`config.mk`:
```
export PLATFORM = sky130hd
export DESIGN_NAME = cdb_rr_scheduler
export DESIGN_NICKNAME = d
export VERILOG_FILES = /design/src/rtl/cdb_rr_scheduler.sv
export SDC_FILE = /design/constraint.sdc
export NUM_CORES = 1
export LEC_CHECK = 0
export CORE_MARGIN = 3
export CORE_UTILIZATION = 30
export DETAILED_ROUTE_END_ITERATION = 10
export PLACE_DENSITY = 0.78
export SYNTH_ARGS = -nofsm -noshare
export SYNTH_HDL_FRONTEND = slang
export SYNTH_SLANG_ARGS = --single-unit
```
`constraint.sdc`:
```
create_clock -name Clock -period 2.5 [get_ports Clock]
set_input_delay 0.375 -clock Clock [delete_from_list [all_inputs] [get_ports Clock]]
set_output_delay 0.375 -clock Clock [all_outputs]
set_load 0.02 [all_outputs]
```
`src/rtl/cdb_rr_scheduler.sv`:
```
// Round-robin scheduler for the Common Data Bus of the Tomasulo core.
// Grants at most one functional unit per cycle and broadcasts its tag and result
// as a registered one-cycle pulse. Unit i broadcasts tag i+1; tag 0 means idle.
//
// Ports:
//   Clock           rising-edge clock
//   Reset           synchronous, active-high reset
//   Req             per-unit "finished result pending"
//   Req_data        per-unit results, unit i at [i*DATA_W +: DATA_W]
//   CDB_stall       consumers busy; blocks the next grant
//   Grant           one-hot grant pulse (registered)
//   CDB_valid       broadcast valid (registered)
//   CDB_tag         broadcasting tag, 0 when idle (registered)
//   CDB_data        broadcast result, 0 when idle (registered)
//   Busy_count      cycles with CDB_valid=1, saturating    (CDB_STATS_EN only)
//   Conflict_count  unstalled edges with >1 eligible unit  (CDB_STATS_EN only)
//
// Optional feature macro: CDB_STATS_EN adds the two statistics counters.
module cdb_rr_scheduler #(
  parameter int unsigned NUM_UNITS = 4,
  parameter int unsigned DATA_W    = 16,
  parameter int unsigned TAG_W     = 3
) (
  input  logic                        Clock,
  input  logic                        Reset,
  input  logic [NUM_UNITS-1:0]        Req,
  input  logic [NUM_UNITS*DATA_W-1:0] Req_data,
  input  logic                        CDB_stall,
  output logic [NUM_UNITS-1:0]        Grant,
  output logic                        CDB_valid,
  output logic [TAG_W-1:0]            CDB_tag,
`ifdef CDB_STATS_EN
  output logic [DATA_W-1:0]           CDB_data,
  output logic [15:0]                 Busy_count,
  output logic [15:0]                 Conflict_count
`else
  output logic [DATA_W-1:0]           CDB_data
`endif
);

  localparam int unsigned PTR_W = (NUM_UNITS > 1) ? $clog2(NUM_UNITS) : 1;
  localparam int unsigned CNT_W = 16;

  logic [NUM_UNITS-1:0] grant_q, grant_d;
  logic                 valid_q, valid_d;
  logic [TAG_W-1:0]     tag_q,   tag_d;
  logic [DATA_W-1:0]    data_q,  data_d;
  logic [PTR_W-1:0]     ptr_q,   ptr_d;

  logic [NUM_UNITS-1:0] elig_c;
  logic [PTR_W-1:0]     idx_c;
  logic [PTR_W-1:0]     winner_c;
  logic                 found_c;

  // Winner search: first eligible unit after the last grant, wrapping modulo NUM_UNITS.
  // A unit granted last cycle is masked so it cannot win back-to-back.
  always_comb begin
    elig_c   = Req & ~grant_q;
    idx_c    = '0;
    winner_c = '0;
    found_c  = 1'b0;
    for (int k = 1; k <= int'(NUM_UNITS); k++) begin
      idx_c = PTR_W'((32'(ptr_q) + 32'(k)) % NUM_UNITS);
      if (!found_c && elig_c[idx_c]) begin
        found_c  = 1'b1;
        winner_c = idx_c;
      end
    end
  end

  // Next broadcast and pointer update.
  always_comb begin
    grant_d = '0;
    valid_d = 1'b0;
    tag_d   = '0;
    data_d  = '0;
    ptr_d   = ptr_q;
    if (!CDB_stall && found_c) begin
      grant_d = NUM_UNITS'(1) << winner_c;
      valid_d = 1'b1;
      tag_d   = TAG_W'(winner_c) + TAG_W'(1);
      data_d  = Req_data[32'(winner_c)*DATA_W +: DATA_W];
      ptr_d   = winner_c;
    end
  end

  // Broadcast registers; the pointer resets so unit 0 has first priority.
  always_ff @(posedge Clock) begin
    if (Reset) begin
      grant_q <= '0;
      valid_q <= 1'b0;
      tag_q   <= '0;
      data_q  <= '0;
      ptr_q   <= PTR_W'(NUM_UNITS - 1);
    end else begin
      grant_q <= grant_d;
      valid_q <= valid_d;
      tag_q   <= tag_d;
      data_q  <= data_d;
      ptr_q   <= ptr_d;
    end
  end

  assign Grant     = grant_q;
  assign CDB_valid = valid_q;
  assign CDB_tag   = tag_q;
  assign CDB_data  = data_q;

`ifdef CDB_STATS_EN
  logic [CNT_W-1:0] busy_q, busy_d;
  logic [CNT_W-1:0] conf_q, conf_d;

  // Saturating utilisation and contention counters.
  always_comb begin
    busy_d = busy_q;
    conf_d = conf_q;
    if (valid_q && (busy_q != '1)) begin
      busy_d = busy_q + CNT_W'(1);
    end
    if (!CDB_stall && ($countones(elig_c) > 1) && (conf_q != '1)) begin
      conf_d = conf_q + CNT_W'(1);
    end
  end

  always_ff @(posedge Clock) begin
    if (Reset) begin
      busy_q <= '0;
      conf_q <= '0;
    end else begin
      busy_q <= busy_d;
      conf_q <= conf_d;
    end
  end

  assign Busy_count     = busy_q;
  assign Conflict_count = conf_q;
`endif

endmodule

```
==> results.toml, run 1 <==
[status]
status = "complete, no violations"

[run]
maxCapViolations = 0

[sta]
slew_headroom = 0.784
hold_viol = 0
worstMarginPinSlew_ns = 0.324
setup_slack_ns = 0.269
worst_hold_slack_ns = 0.542
finalCriticalPeriod_ns = 2.23
rsz0062_at_grt = "no"
skew_ns = 0.00159
timing.fmax_ghz = 0.448
final_max_slew_viol_count = 0
tns_ns = 0
fin_crit_sh = 0.892
setup_viol = 0

[synthesis]
synth_top_family_by_area = "multiplexers"
synth_compound_area_frac = 0.0718
yosys.area_share.simple = 0.177
yosysWarnings = 0
yosys-mux-area-fraction = 0.294
ys_types = 27
yosysSeqAreaShare = 0.403
syn_nets = 168
ys_seq_elements = 26
syn_area_um2 = 1290
synth.avg_cell_area_um2 = 13.4
synth_fa_ha_area_frac = 0.00970
syn_inst = 96
synth_xor_area_frac = 0

[place]
globalplace.congestion = 0.849
place_ws_ns = -0.00125
dp.cells = 241
hpwl_um = 2950
port_buffers = 94

[global_route]
grt_pass1_vias = 1307
antenna_found_initial = 0
grt_max_degree = 20
grt_pass1_wl_um = 5700
grt-ovfl-total = 0
grtUsageTotal = 0.140

[pwr]
leakage_nw = 0.921
powerDensity_nw_per_um2 = 491
ir_drop_uv = 246

[cts]
cts_resized = 0
cts_buffer_depth = 2
postCtsSetupRepairBufs = 0
hold_buffers = 0
path_clk_slew_ns = 0.09
h-tree-depth = 1
numCtsBuffers = 3
clkSinkCount = 26
cts-root-buf = "clkbuf_8"
cts_tree = "built"
clkLatencyLatePin_ns = 0.26

[critical_path]
end_kind = "flop"
cp-start-kind = "input port"
critical_path_arrival_ns = 2.39
crit_path_max_fanout = 8
crit_buf_inv = 3
cp.required_ns = 2.66
path_cells = "clkdlybuf4s50_1, nor2b_1, o32a_1, nand2_2, inv_2, buf_12, mux4_1, and2_1"
worstSetupPathType = "in -> reg"
max_stage_delay_ns = 0.55
crit_slowest_cell = "mux4_1"
critPathTopFamily = "buffers and inverters"

[detailed_routing]
ant_nets = 0
dr_total_vias = 1170
drtPass1Iterations = 4
wl_per_cell_um = 14.2
routed_wl_um = 3480
drc = 0
drt_iter0_markers = 24
via_per_inst = 4.78

[floorplan]
dieArea_um2 = 5120
core_area_um2 = 4090
die_w_um = 71.6
num_rows = 23
initial_core_util = 0.316
io-pin-count = 95
die_h_um = 71.6

[worst_hold_path]
min_path_type = "reg -> reg"

[cells_and_area]
mostFrequentLayoutCells = "clkdlybuf4s50_1, dfxtp_1, and2_1, mux4_2"
layout-drive-gt1-share = 0.149
fin_nets = 268
diodes = 0
instances_no_fill = 245
area_growth_pct = 85.0
fillers = 325
layout_commonest_cell = "clkdlybuf4s50_1"
utilization = 0.584
-- per-stage QoR --
stage,cell area (µm²),total power [mW]
after floorplan,1290,0.704
after global placement,2330,0.914
after detailed placement,2330,0.922
after CTS,2390,1.19
after global routing,2390,1.23
final,2390,1.17
-- routing by layer --
layer / track usage / vias to the layer above / part of all wire
li1: - / 556 / -
met1: 0.147 / 545 / 0.36
met2: 0.261 / 69 / 0.51
met3: 0.0617 / 0 / 0.13
met4: 0.0188 / 0 / 0
met5: 0 / - / 0
-- tightest hold or removal path, delay by kind of cell (launching register included) --
kind / cells / cell delay [ns]
flops: 1 / 0.37
simple gates: 1 / 0.06
compound gates: 1 / 0.08
-- state kept, by name, summed over array words and instances, names as in the netlist --
signal	count
Grant	4
ptr_q	2
CDB_valid	1
CDB_data	16
CDB_tag	3
-- cell type report --
class                   count  area, µm²  share of cell area
clock buffers               4       55.1              0.0231
inverters                   3       11.3             0.00472
multi-input cells          62        713               0.299
flip-flops and latches     26        520               0.218
well taps                  50       62.6              0.0262
repair buffers            100       1020               0.429
-- cell families (layout without fill, tap and decap cells) --
| logic type | Yosys count | in the layout |
|---|---|---|
| AO/OA/AOI/OAI | 8 | 8 |
| adder cells (fa/ha/maj) | 1 | 1 |
| buffers and inverters | 8 | 107 |
| flip-flops | 26 | 26 |
| multiplexers | 16 | 16 |
| AND/OR/NAND/NOR | 37 | 37 |
-- report_power, final --
group	switching [mW]	internal, mW	total [mW]	leakage, nW
logic	0.159	0.292	0.452	0.679
clock network	0.123	0.140	0.263	0.0288
registers	0.0116	0.446	0.457	0.213
-- worst paths after layout --
check            from     endpoint  slack [ns]  cells after the start
max            Req[2]  CDB_data[7]        0.27                      8
min          ptr_q[0]     ptr_q[0]        0.54                      2
max reg2reg  ptr_q[0]  CDB_data[7]        0.49                      7
min reg2reg  ptr_q[0]     ptr_q[0]        0.54                      2
-- cell usage after synthesis --
library cell | instances | area [µm²]
dfxtp_1 | 26 | 521
and2_1 | 18 | 113
mux4_2 | 11 | 248
mux4_1 | 5 | 131
nor2_1 | 5 | 18.8
nor2b_1 | 4 | 25.0
nand2b_1 | 3 | 18.8
and3_2 | 2 | 15.0
buf_6 | 2 | 22.5
clkbuf_1 | 2 | 7.51
inv_1 | 2 | 7.51
a211o_1 | 1 | 8.76
a21oi_1 | 1 | 5.00
a221oi_2 | 1 | 15.0
and2b_1 | 1 | 7.51
and2b_2 | 1 | 8.76
buf_8 | 1 | 15.0
ha_1 | 1 | 12.5
inv_2 | 1 | 3.75
nand2_2 | 1 | 6.26
o211a_2 | 1 | 10.0
o211ai_1 | 1 | 7.51
o32a_1 | 1 | 10.0
o32ai_1 | 1 | 8.76
o32ai_4 | 1 | 27.5
or3b_1 | 1 | 8.76
or4_1 | 1 | 7.51
(Power assumes the default switching activity.)
==> run 2: changes to the inputs <==
SLEW_MARGIN = 10   (was unset)
clock period = 2.15 ns   (was 2.5 ns; I/O delays follow)
==> run 2 against run 1 <==
Clock power rose by 17%. Sequential power is 17% higher. Total power grew 21%. Core utilization up 1.8 points. Clock-buffer cell count unchanged. Critical path depth unchanged. Hold slack better by 0.044 ns. Sequential cell count is the same. First-iteration DRC count increased by 79%. Die area unchanged. Critical path type unchanged. Largest cell class unchanged. Highest routed layer is now met4.
==> results.toml, run 2 (synthesized netlist as in run 1, its figures left out) <==
[critical_path]
path_depth = 8
crit_buf_inv = 3
worstSetupPathType = "in -> reg"
path_cells = "clkdlybuf4s50_1, nor2b_2, o32a_1, nand2_2, inv_4, clkbuf_16, mux4_2, and2_1"
max_stage_delay_ns = 0.48
critical_path_arrival_ns = 2.23
end_kind = "flop"
cp.required_ns = 2.32
timing.rr.start = "ptr_q[0]"
r2r_cells = 7
cp-start-kind = "input port"
critPathLaunch = "Req[2]"
critPathTopFamily = "buffers and inverters"
crit_path_max_fanout = 6
crit_slowest_cell = "mux4_2"

[cells_and_area]
area_growth_pct = 90.7
largest_reg_flops = 16
multi_input_area_um2 = 704
ff_latch_area_um2 = 520
fin_nets = 276
layout_commonest_cell = "clkdlybuf4s50_1"
diodes = 0
mostFrequentLayoutCells = "clkdlybuf4s50_1, dfxtp_1, mux4_2, and2_1, buf_4"
utilization = 0.602
fillers = 336
layout-drive-gt1-share = 0.227

[place]
globalplace.congestion = 0.837
port_buffers = 94
hpwl_um = 3140
place_ws_ns = -0.308

[detailed_routing]
drtPass1Iterations = 4
routed_wl_um = 3840
via_per_inst = 4.87
drc = 0
ant_nets = 0
wl_per_cell_um = 15.2
drt_iter0_markers = 43
dr_total_vias = 1231

[pwr]
ir_drop_uv = 299
powerDensity_nw_per_um2 = 576
power_mw = 1.42
leakage_nw = 0.961

[worst_hold_path]
min_path_type = "reg -> reg"
whs_path_depth = 2
min-delay-start = "ptr_q[0]"

[cts]
hold_buffers = 0
path_clk_slew_ns = 0.09
cts_tree = "built"
clkSinkCount = 26
cts_buffer_depth = 2
h-tree-depth = 1
postCtsSetupRepairBufs = 0
cts-root-buf = "clkbuf_8"
numCtsBuffers = 3
clkLatencyLatePin_ns = 0.26

[global_route]
grt-ovfl-total = 0
grt_pass1_vias = 1388
grt_max_degree = 20
antenna_found_initial = 0
grtUsageTotal = 0.149
grt_pass1_wl_um = 6070

[sta]
setup_viol = 0
skew_ns = 0.00241
rsz0062_at_grt = "no"
hold_viol = 0
slew_headroom = 0.777
final_max_slew_viol_count = 0
finalCriticalPeriod_ns = 2.06
timing.fmax_ghz = 0.485
worstMarginPinSlew_ns = 0.335
setup_slack_ns = 0.0888
fin_crit_sh = 0.959

[floorplan]
initial_core_util = 0.316
die_h_um = 71.6
dieArea_um2 = 5120
num_rows = 23
die_w_um = 71.6
core_area_um2 = 4090
io-pin-count = 95

[status]
status = "complete, no violations"

[run]
maxCapViolations = 0
-- run 2: where the power goes --
part	switching, mW	leakage (nW)	internal, mW
Combinational	0.201	0.719	0.374
Sequential	0.0152	0.213	0.518
Clock	0.144	0.0288	0.163
Total	0.360	0.961	1.06
-- run 2: area by class of cell --
class                           instances  area share
Timing Repair Buffer                  108       0.449
Multi-Input combinational cell         62       0.286
Inverter                                3     0.00560
Clock buffer                            4      0.0224
Tap cell                               50      0.0254
Sequential cell                        26       0.212
-- run 2: worst paths after layout --
path                       to  slack, ns
setup / recovery  CDB_data[1]       0.09
hold / removal       ptr_q[0]       0.59
setup reg to reg  CDB_data[1]       0.17
hold reg to reg      ptr_q[0]       0.59
-- run 2: stage by stage --
step           instance area, µm²  TNS [ns]  cells  hold WS, ns
5_1_grt                      2460         0    253        0.618
3_5_place_dp                 2380     -4.99    248        0.557
4_1_cts                      2440         0    252        0.580
3_3_place_gp                 2380     -4.06    248        0.529
6_report                     2460         0    253        0.585
2_1_floorplan                1290         0     96        0.417
-- run 2: worst register-to-register path, cell delays in order (launching register included) --
cell and delay, ns:
dfxtp_1 0.35, or3b_4 0.40, o211ai_1 0.12, nand2_2 0.11, inv_4 0.11, clkbuf_16 0.16
mux4_2 0.48, and2_1 0.16
-- run 2: per-layer routing --
metal | wire length (µm) | global-route usage | vias to the layer above
met2 | 1950 | 0.280 | 71
met4 | 34 | 0.0376 | 0
met5 | 0 | 0 | -
met1 | 1450 | 0.155 | 584
met3 | 399 | 0.0547 | 6
li1 | - | - | 570
-- run 2: what timing repair did --
action                     in CTS  in global routing
setup endpoints to repair      13                 15
gates resized for setup         1                 10
hold endpoints to repair        0                  0
pin swaps                       0                  1
gates cloned                    0                  1
==> run 3: changes to the inputs <==
CTS_CLUSTER_SIZE = 16   (was unset)
==> results of run 3 <==
No change in the layout: final DEF, timing and power equal those of run 2.
